--- config.mk ---
export PLATFORM = sky130hd
export DESIGN_NAME = reg_file
export DESIGN_NICKNAME = d
export VERILOG_FILES = /design/src/rtl/reg_file_pkg.sv /design/src/rtl/reg_file_rd_port.sv /design/src/rtl/reg_file.sv
export SDC_FILE = /design/constraint.sdc
export NUM_CORES = 1
export LEC_CHECK = 0
export ABC_AREA = 1
export CAP_MARGIN = 20
export CORE_UTILIZATION = 50
export CTS_CLUSTER_DIAMETER = 100
export DETAILED_ROUTE_END_ITERATION = 8
export PLACE_DENSITY_LB_ADDON = 0.05
export SYNTH_ARGS = -nofsm -noshare
export SYNTH_HDL_FRONTEND = slang
export SYNTH_SLANG_ARGS = --single-unit
--- constraint.sdc ---
create_clock -name clk -period 1.7 [get_ports clk]
set_input_delay 0.255 -clock clk [delete_from_list [all_inputs] [get_ports clk]]
set_output_delay 0.255 -clock clk [all_outputs]
set_load 0.01 [all_outputs]
--- src/rtl/reg_file_pkg.sv ---
// Shared sizing, types and reset constant for the 8 x 16-bit general-purpose register file.
package reg_file_pkg;

  localparam int unsigned DATA_W   = 16;
  localparam int unsigned ADDR_W   = 3;
  localparam int unsigned NUM_REGS = 2 ** ADDR_W;

  typedef logic [ADDR_W-1:0] reg_idx_t;
  typedef logic [DATA_W-1:0] reg_data_t;

  localparam reg_data_t RESET_VALUE = '0;

endpackage

--- src/rtl/reg_file_rd_port.sv ---
// One registered read port: select mux, optional write-through forward, en-gated output flop.
// Optional feature macro: REG_FILE_WRITE_BYPASS_EN (forward same-edge write data on a collision).
module reg_file_rd_port #(
  parameter int unsigned DATA_W = reg_file_pkg::DATA_W,
  parameter int unsigned ADDR_W = reg_file_pkg::ADDR_W
) (
  input  logic              clk,
  input  logic              rst,
  input  logic              en,
  input  logic [ADDR_W-1:0] sel,
  input  logic [DATA_W-1:0] regs [2**ADDR_W],
`ifdef REG_FILE_WRITE_BYPASS_EN
  input  logic              wr_en,
  input  logic [ADDR_W-1:0] wr_sel,
  input  logic [DATA_W-1:0] wr_data,
`endif
  output logic [DATA_W-1:0] data
);
  import reg_file_pkg::*;

  logic [DATA_W-1:0] data_q;
  logic [DATA_W-1:0] data_d;

  // Hold when stalled; otherwise sample the selected register (or the in-flight write).
  always_comb begin
    data_d = data_q;
    if (en) begin
      data_d = regs[sel];
`ifdef REG_FILE_WRITE_BYPASS_EN
      if (wr_en && (wr_sel == sel)) begin
        data_d = wr_data;
      end
`endif
    end
  end

  always_ff @(posedge clk) begin
    if (rst) begin
      data_q <= DATA_W'(RESET_VALUE);
    end else begin
      data_q <= data_d;
    end
  end

  assign data = data_q;

endmodule

--- src/rtl/reg_file.sv ---
// 8 x 16-bit register file: one write port (D), two registered read ports (A, B), global stall enable.
// Optional feature macro: REG_FILE_WRITE_BYPASS_EN (read ports forward dataD on a select collision).
module reg_file #(
  parameter int unsigned DATA_W = reg_file_pkg::DATA_W,
  parameter int unsigned ADDR_W = reg_file_pkg::ADDR_W
) (
  input  logic              clk,
  input  logic              rst,
  input  logic              en,
  input  logic              we,
  input  logic [ADDR_W-1:0] selA,
  input  logic [ADDR_W-1:0] selB,
  input  logic [ADDR_W-1:0] selD,
  input  logic [DATA_W-1:0] dataD,
  output logic [DATA_W-1:0] dataA,
  output logic [DATA_W-1:0] dataB
);
  import reg_file_pkg::*;

  localparam int unsigned N_REGS = 2 ** ADDR_W;

  logic [DATA_W-1:0] regs_q [N_REGS];
  logic [DATA_W-1:0] regs_d [N_REGS];
  logic              wr_en;

  assign wr_en = en & we;

  // Write decode: only the selected register changes, and only when not stalled.
  always_comb begin
    regs_d = regs_q;
    if (wr_en) begin
      regs_d[selD] = dataD;
    end
  end

  always_ff @(posedge clk) begin
    if (rst) begin
      for (int i = 0; i < int'(N_REGS); i++) begin
        regs_q[i] <= DATA_W'(RESET_VALUE);
      end
    end else begin
      regs_q <= regs_d;
    end
  end

  reg_file_rd_port #(.DATA_W(DATA_W), .ADDR_W(ADDR_W)) u_rd_a (
    .clk     (clk),
    .rst     (rst),
    .en      (en),
    .sel     (selA),
    .regs    (regs_q),
`ifdef REG_FILE_WRITE_BYPASS_EN
    .wr_en   (wr_en),
    .wr_sel  (selD),
    .wr_data (dataD),
`endif
    .data    (dataA)
  );

  reg_file_rd_port #(.DATA_W(DATA_W), .ADDR_W(ADDR_W)) u_rd_b (
    .clk     (clk),
    .rst     (rst),
    .en      (en),
    .sel     (selB),
    .regs    (regs_q),
`ifdef REG_FILE_WRITE_BYPASS_EN
    .wr_en   (wr_en),
    .wr_sel  (selD),
    .wr_data (dataD),
`endif
    .data    (dataB)
  );

endmodule

==> key figures, run 1 <==
Synthesis
  – Library cell with the highest instance count after synthesis: sky130_fd_sc_hd__nand2_1
  – Cells after synthesis: 1208
  – Async S/R FF share, synth: 0
  – EDFF count, synth: 0
  – Fraction of synthesized cell area in xor and xnor cells: 0
  – Post-synthesis cell type with the largest combined area: sky130_fd_sc_hd__dfxtp_1
  – Fraction of the yosys area taken by sequential cells: 0.3928
  – Combinational family with the most area after synthesis: simple AND/OR/NAND/NOR gates
  – Flop and latch count out of synthesis: 160
  – Commonest cells in the synthesized netlist: sky130_fd_sc_hd__nand2_1 (289), sky130_fd_sc_hd__nand3_1 (192), sky130_fd_sc_hd__dfxtp_1 (160)
  – Avg Synthesized Cell Area: slightly below 7 µm²
  – Primary flip-flop cell chosen by synthesis mapping: sky130_fd_sc_hd__dfxtp_1
  – Total standard cell area after synthesis: between 8000 and 9000 µm²
  – Synth warn: 0
  – Compound-cell area share of the yosys netlist: 0.2010
  – Post-synthesis share of cell area spent on and, or, nand and nor gates: 0.2716
  – Top-area cell type share of the netlist area: 0.3928
  – Library cells used by synthesis: 17
  – Number of nets produced by synthesis: between 1000 and 1500
  – Cells taking the most area after synthesis: sky130_fd_sc_hd__dfxtp_1 (39%), sky130_fd_sc_hd__nand2_1 (13%), sky130_fd_sc_hd__nand3_1 (12%), sky130_fd_sc_hd__a21oi_1 (9.2%), sky130_fd_sc_hd__o21ai_1 (7.9%)
  – Post-synthesis share of cell area spent on full adders, half adders and majority gates: 0
  – Mux contribution to synthesized area: 0

Clock tree
  – Hold-fix buffers, CTS: 0
  – Resized Gates After CTS: 0
  – Number of buffers inserted during clock tree synthesis: 17
  – Number of clock sinks: between 150 and 200
  – Clock slew seen by the registers of the worst setup and hold paths: around 60 ps
  – Clock Path Buffers: 2
  – H-tree depth reported by CTS: 4
  – Post CTS Setup Buffer Count: 0
  – Clock tree from TritonCTS: built
  – Root Buffer Master: sky130_fd_sc_hd__clkbuf_16
  – Clk_lat worst skew: approximately 430 ps

Routing
  – Router iterations before antenna repair: 5
  – Iteration-0 DRC Markers: 666
  – Aggregate routed wire length: 23930 µm
  – Average routed wire per standard cell: approximately 16 µm
  – Remaining routing DRC violations: 0
  – Detail Route Antenna Nets: 0
  – Via-to-Cell Ratio: ~5.4
  – Total vias in the final route: 7897

Timing
  – Worst Clk Skew: 9.000 ps
  – Part of the cycle the worst path needs: 0.9300
  – Setup TNS Final: 0 ps
  – Endpoints failing hold: 0
  – Unrepaired setup endpoints after global routing: false
  – # setup viols final: 0
  – Number of pins exceeding their max-slew limit in the final report: 0
  – Tightest Pin Transition: 447.0 ps
  – Crit path time final: ~1600 ps
  – Highest achievable clock rate: ~630 MHz
  – Remaining max-slew budget at the tightest pin: 0.7011

Critical path
  – Worst Setup End Kind: output port
  – Data required time of the worst path: 1440 ps
  – CP Launch Type: register
  – Maximum single-stage delay on the critical path: between 500 and 600 ps
  – Buffering stage count on the worst path with inverters included: 1
  – Register-to-register path setup slack: between 700 and 800 ps
  – Slowest stage cell on the critical path: sky130_fd_sc_hd__clkdlybuf4s50_1
  – Cell family with the largest share of critical-path delay: buffers and inverters
  – Maximum fanout encountered on the critical timing path: 2
  – Signal arrival time at the worst endpoint: between 1000 and 1500 ps
  – Crit Path Class: register to output port
  – Cell-by-cell listing of the critical path: clkdlybuf4s50_1

Die
  – I/O pin count: 61
  – Starting density of the core: 0.5134
  – Die width: 129.7 µm
  – Die Footprint: 16830 µm²
  – Site row count: 46
  – Die Y-Extent: roughly 130 µm
  – Total core area: approximately 16000 µm²

GRT
  – Remaining Overflow, GRT: 0
  – Via count of the first global-routing pass: 7125
  – Maximum number of pins on one net before global-route repair: 78
  – Initial antenna violation count: 0
  – Gr usage total: 0.2969
  – Global-route wire length before repair: 37920 µm

Cells and area
  – Count of placed standard cells in the final layout, fillers left out: 1466
  – Ratio of cells with drive above 1 in the final layout: 0.08800
  – Number of nets in the layout: around 1300
  – Layout Area Growth over Synthesis: 18.73%
  – Diodes inserted: 0

Place
  – Number of placed instances, taps included: ~1400
  – Buffers on Ports: 60
  – HPWL after detailed placement: 15620 µm
  – Weighted congestion reported at the end of routability-driven placement: around 0.83

Pwr
  – Switching component of the power: 2474 µW
  – P per Cell Area: a little under 1000 nW/µm²
  – Share of total power in sequential cells: 0.417
  – Sw Ratio: 0.2633
  – Power share of the combinational group: 0.145
  – Leakage power: around 0.0043 µW
  – Pint: 6921 µW
  – Relative contribution of the clock network to total power: 0.438
  – VDD IR max: approximately 0.65 mV

Outcome
  – Run status: finished, final reports clean

Worst hold path
  – Type of the tightest min-delay check: input pin to register

Flow run
  – Max-cap check violation count: 0
[stage by stage]
step | hold WS, ps | cell area, µm² | setup slack (ps) | util | power, µW
final | 399.2 | 9683 | 119.0 | 0.6096 | 9396
after global routing | 397.4 | 9683 | 83.40 | 0.6096 | 9750
after CTS | 383.3 | 9683 | 109.7 | 0.6096 | 9426
after detailed placement | 467.7 | 9054 | -51.33 | 0.5699 | 5356
after global placement | 460.2 | 9054 | -17.58 | 0.5699 | 5342
after floorplan | 428.3 | 8155 | 597.5 | - | 4801
[area by class of cell]
type	count	area, µm²
clock inverters	12	182.7
fillers	1554	6202
flip-flops and latches	160	3203
inverters	139	523.0
multi-input cells	815	3854
clock buffers	20	446.7
repair buffers	104	1204
well taps	216	270.3
[logic make-up (layout without fill, tap and decap cells)]
kind of cell	Yosys count	after routing
and+or+nand+nor	495	495
AOI/OAI and AO/OA	320	320
buffers and inverters	233	275
DFF	160	160
[worst register-to-register path: cells and delay by family (launching register included)]
family / cells / cell delay [ps]
buf+inv: 1 / 90
flops: 1 / 300
compound gates: 1 / 90
simple gates: 4 / 400
[state kept, by name, summed over array words and instances, names as in the netlist]
| name | flops |
|---|---|
| u_rd_b.data | 16 |
| regs_q | 128 |
| u_rd_a.data | 16 |
[path summary, 6_finish.rpt]
check                                 to  cells after the start                         from
max reg2reg  u_rd_a.data[5]$_SDFFE_PP0P_                      6       regs_q[5]$_SDFFE_PP0P_
min reg2reg      regs_q[19]$_SDFFE_PP0P_                      2      regs_q[19]$_SDFFE_PP0P_
max                             dataA[3]                      1  u_rd_a.data[3]$_SDFFE_PP0P_
min          u_rd_b.data[4]$_SDFFE_PP0P_                      3                           en
[layout by cell type (no fill, tap or decap)]
master	netlist	final
sky130_fd_sc_hd__nand3_1	192	192
sky130_fd_sc_hd__buf_12	0	23
sky130_fd_sc_hd__inv_2	9	8
sky130_fd_sc_hd__o21ai_1	128	128
sky130_fd_sc_hd__nand2_4	8	8
sky130_fd_sc_hd__nand2_1	289	289
sky130_fd_sc_hd__a21oi_1	150	150
sky130_fd_sc_hd__clkbuf_1	38	2
sky130_fd_sc_hd__clkbuf_16	0	17
sky130_fd_sc_hd__inv_1	130	130
sky130_fd_sc_hd__nor2_2	3	3
sky130_fd_sc_hd__inv_6	0	1
sky130_fd_sc_hd__clkinv_2	0	3
sky130_fd_sc_hd__o21ai_0	32	32
sky130_fd_sc_hd__clkbuf_8	0	1
sky130_fd_sc_hd__buf_4	0	21
sky130_fd_sc_hd__bufinv_16	0	4
sky130_fd_sc_hd__a21oi_2	10	10
sky130_fd_sc_hd__clkinv_4	0	5
sky130_fd_sc_hd__dfxtp_1	160	160
sky130_fd_sc_hd__nand2_8	1	1
sky130_fd_sc_hd__buf_2	29	3
sky130_fd_sc_hd__clkdlybuf4s50_1	0	57
sky130_fd_sc_hd__nor2_8	2	2
[routing by layer]
metal / routed length [µm] / vias up / share of wire / track usage
li1: - / 4033 / - / -
met1: 10450 / 3564 / 0.44 / 0.3770
met2: 11150 / 260 / 0.47 / 0.4939
met3: 1405 / 40 / 0.059 / 0.05248
met4: 915 / 0 / 0.038 / 0.1320
met5: 0 / - / 0 / 0
[power groups by stage]
stage / sequential [µW] / combinational [µW] / clock [µW]
global placement: 4000 / 1340 / 0
floorplan: 4020 / 777 / 0
CTS: 3920 / 1360 / 4150
finish: 3920 / 1370 / 4110
detailed placement: 4000 / 1350 / 0
global route: 3930 / 1510 / 4310
Power figures use the tool's default switching activity.
==> inputs of run 2 (changes only) <==
- MAX_ROUTING_LAYER: unset -> met4
==> run 2 against run 1 <==
Compared with the run above:
- die area is the same
- via count grew 0.52%
- combinational power is essentially flat
==> key figures, run 2 (same netlist as run 1, synthesis figures left out) <==
Die
  – Starting density of the core: 0.5134 (unchanged)
  – Die Footprint: 16830 µm² (unchanged)
  – Total core area: 15890 µm² (unchanged)
  – I/O pin count: 61 (unchanged)
  – Site row count: 46 (unchanged)
  – Die Y-Extent: 129.7 µm (unchanged)
  – Die width: 129.7 µm (unchanged)

Critical path
  – Signal arrival time at the worst endpoint: 1330 ps (about the same)
  – Cell family with the largest share of critical-path delay: buffers and inverters
  – Worst R2R Path Depth: 6 (unchanged)
  – Crit Path Class: register to output port
  – Maximum single-stage delay on the critical path: 560 ps (about the same)
  – WP depth: 1 (unchanged)
  – Maximum fanout encountered on the critical timing path: 2 (unchanged)
  – Buffering stage count on the worst path with inverters included: 1 (unchanged)
  – Slowest stage cell on the critical path: sky130_fd_sc_hd__clkdlybuf4s50_1
  – Register-to-register path setup slack: 720 ps (about the same)
  – Cell-by-cell listing of the critical path: clkdlybuf4s50_1
  – Worst Setup End Kind: output port
  – CP Launch Type: register
  – Data required time of the worst path: 1440 ps (about the same)

Place
  – Number of placed instances, taps included: 1434 (unchanged)
  – Post-Place Setup Slack: -51.33 ps (unchanged)
  – HPWL after detailed placement: 15620 µm (unchanged)
  – Weighted congestion reported at the end of routability-driven placement: 0.8397 (+1.5%)
  – Buffers on Ports: 60 (unchanged)
  – Post-placement cell area: 9054 µm² (unchanged)

Timing
  – Setup WS post-layout: 114.0 ps (-4.950 ps)
  – Part of the cycle the worst path needs: 0.9329 (+0.002912)
  – Worst hold-check slack: 392.3 ps (-6.896 ps)
  – Tightest Pin Transition: 438.1 ps (-8.850 ps)
  – Crit path time final: 1586 ps (+4.950 ps)
  – Unrepaired setup endpoints after global routing: false
  – Endpoints failing hold: 0 (unchanged)
  – Number of pins exceeding their max-slew limit in the final report: 0 (unchanged)
  – Remaining max-slew budget at the tightest pin: 0.7070 (+0.005919)
  – Highest achievable clock rate: 630.5 MHz (-0.31%)
  – # setup viols final: 0 (unchanged)
  – Worst Clk Skew: 7.097 ps (-1.903 ps)

GRT
  – Remaining Overflow, GRT: 0 (unchanged)
  – Maximum number of pins on one net before global-route repair: 78 (unchanged)
  – Initial antenna violation count: 0 (unchanged)
  – Via count of the first global-routing pass: 7139 (+0.20%)
  – Global-route wire length before repair: 37890 µm (about the same)
  – Gr usage total: 0.3055 (+0.008652)

Cells and area
  – Layout Area Growth over Synthesis: 18.73% (unchanged)
  – Highest-count cells in the layout ignoring fill and taps: sky130_fd_sc_hd__nand2_1 (289), sky130_fd_sc_hd__nand3_1 (192), sky130_fd_sc_hd__dfxtp_1 (160)
  – Flip-flop count of the largest register after layout: 128 (unchanged)
  – Post-route design area: 9683 µm² (unchanged)
  – Count of placed standard cells in the final layout, fillers left out: 1466 (unchanged)
  – Number of nets in the layout: 1266 (unchanged)
  – Ratio of cells with drive above 1 in the final layout: 0.08800 (unchanged)
  – Largest register by flop count: regs_q
  – Diodes inserted: 0 (unchanged)
  – Share of the core filled with cells in the final layout: 0.6096 (unchanged)
  – Most common library cell in the layout ignoring fill and taps: sky130_fd_sc_hd__nand2_1

Clock tree
  – Clock slew seen by the registers of the worst setup and hold paths: 60 ps (about the same)
  – Post CTS Setup Buffer Count: 0 (unchanged)
  – Clock Path Buffers: 2 (unchanged)
  – H-tree depth reported by CTS: 4 (unchanged)
  – Clk_lat worst skew: 430 ps (about the same)
  – Root Buffer Master: sky130_fd_sc_hd__clkbuf_16
  – Resized Gates After CTS: 0 (unchanged)
  – Number of clock sinks: 160 (unchanged)
  – Hold-fix buffers, CTS: 0 (unchanged)
  – Clock tree from TritonCTS: built
  – Number of buffers inserted during clock tree synthesis: 17 (unchanged)

Routing
  – Router iterations before antenna repair: 6 (+1)
  – Detail Route Antenna Nets: 0 (unchanged)
  – Aggregate routed wire length: 23910 µm (about the same)
  – Remaining routing DRC violations: 0 (unchanged)
  – Iteration-0 DRC Markers: 677 (+1.7%)
  – Average routed wire per standard cell: 16.31 µm (about the same)
  – Total vias in the final route: 7938 (+0.52%)
  – Via-to-Cell Ratio: 5.415 (+0.52%)

Flow run
  – Max-cap check violation count: 0 (unchanged)

Worst hold path
  – Worst hold stages: 3 (unchanged)
  – Type of the tightest min-delay check: input pin to register

Outcome
  – Run status: finished, final reports clean

Pwr
  – Leakage power: 0.004279 µW (unchanged)
  – P per Cell Area: 969.7 nW/µm² (about the same)
  – VDD IR max: 0.6604 mV (+1.2%)
run 2: cell counts in the layout (fill, tap and decap cells not counted):
Identical to the previous run, type by type.
run 2: worst reg2reg max path, cell delays in order, from the launching register on:
cell and delay, ps:
sky130_fd_sc_hd__dfxtp_1 310, sky130_fd_sc_hd__inv_1 80, sky130_fd_sc_hd__nand2_1 50, sky130_fd_sc_hd__nand3_1 80, sky130_fd_sc_hd__nand3_1 70, sky130_fd_sc_hd__nand2_1 180, sky130_fd_sc_hd__a21oi_1 90
run 2: power breakdown:
part	switching, µW	leakage [µW]	internal [µW]
sequential	43.0	0.00130	3880
combinational	826	0.00267	538
clock	1600	0.000309	2510
total	2470	0.00428	6920
run 2: per-stage QoR:
| step | setup TNS, ps | power [µW] |
|---|---|---|
| 4_1_cts | 0 | 9426 |
| 2_1_floorplan | 0 | 4801 |
| 6_report | 0 | 9390 |
| 3_5_place_dp | -1158 | 5356 |
| 5_1_grt | 0 | 9746 |
| 3_3_place_gp | -142.0 | 5342 |
run 2: path summary, 6_finish.rpt:
path / from / to
worst max-delay path: u_rd_a.data[3]$_SDFFE_PP0P_ / dataA[3]
worst min-delay path: en / u_rd_b.data[4]$_SDFFE_PP0P_
worst max register to register: regs_q[109]$_SDFFE_PP0P_ / u_rd_b.data[13]$_SDFFE_PP0P_
worst min register to register: regs_q[64]$_SDFFE_PP0P_ / regs_q[64]$_SDFFE_PP0P_
run 2: final cells by class:
class	count	area, µm²
fillers	1554	6202
multi-input cells	815	3854
flip-flops and latches	160	3203
repair buffers	104	1204
inverters	139	523.0
clock buffers	20	446.7
well taps	216	270.3
clock inverters	12	182.7
run 2: per-layer routing:
layer | GRT usage | wire, µm
met5 | - | 0
met4 | 0.1341 | 898
met3 | 0.05002 | 1415
met2 | 0.4948 | 11260
met1 | 0.3754 | 10340
==> inputs of run 3 (changes only) <==
- SKIP_LAST_GASP: unset -> 1
==> results of run 3 <==
Same layout as run 2: the final DEF is identical, and so are final timing and power.
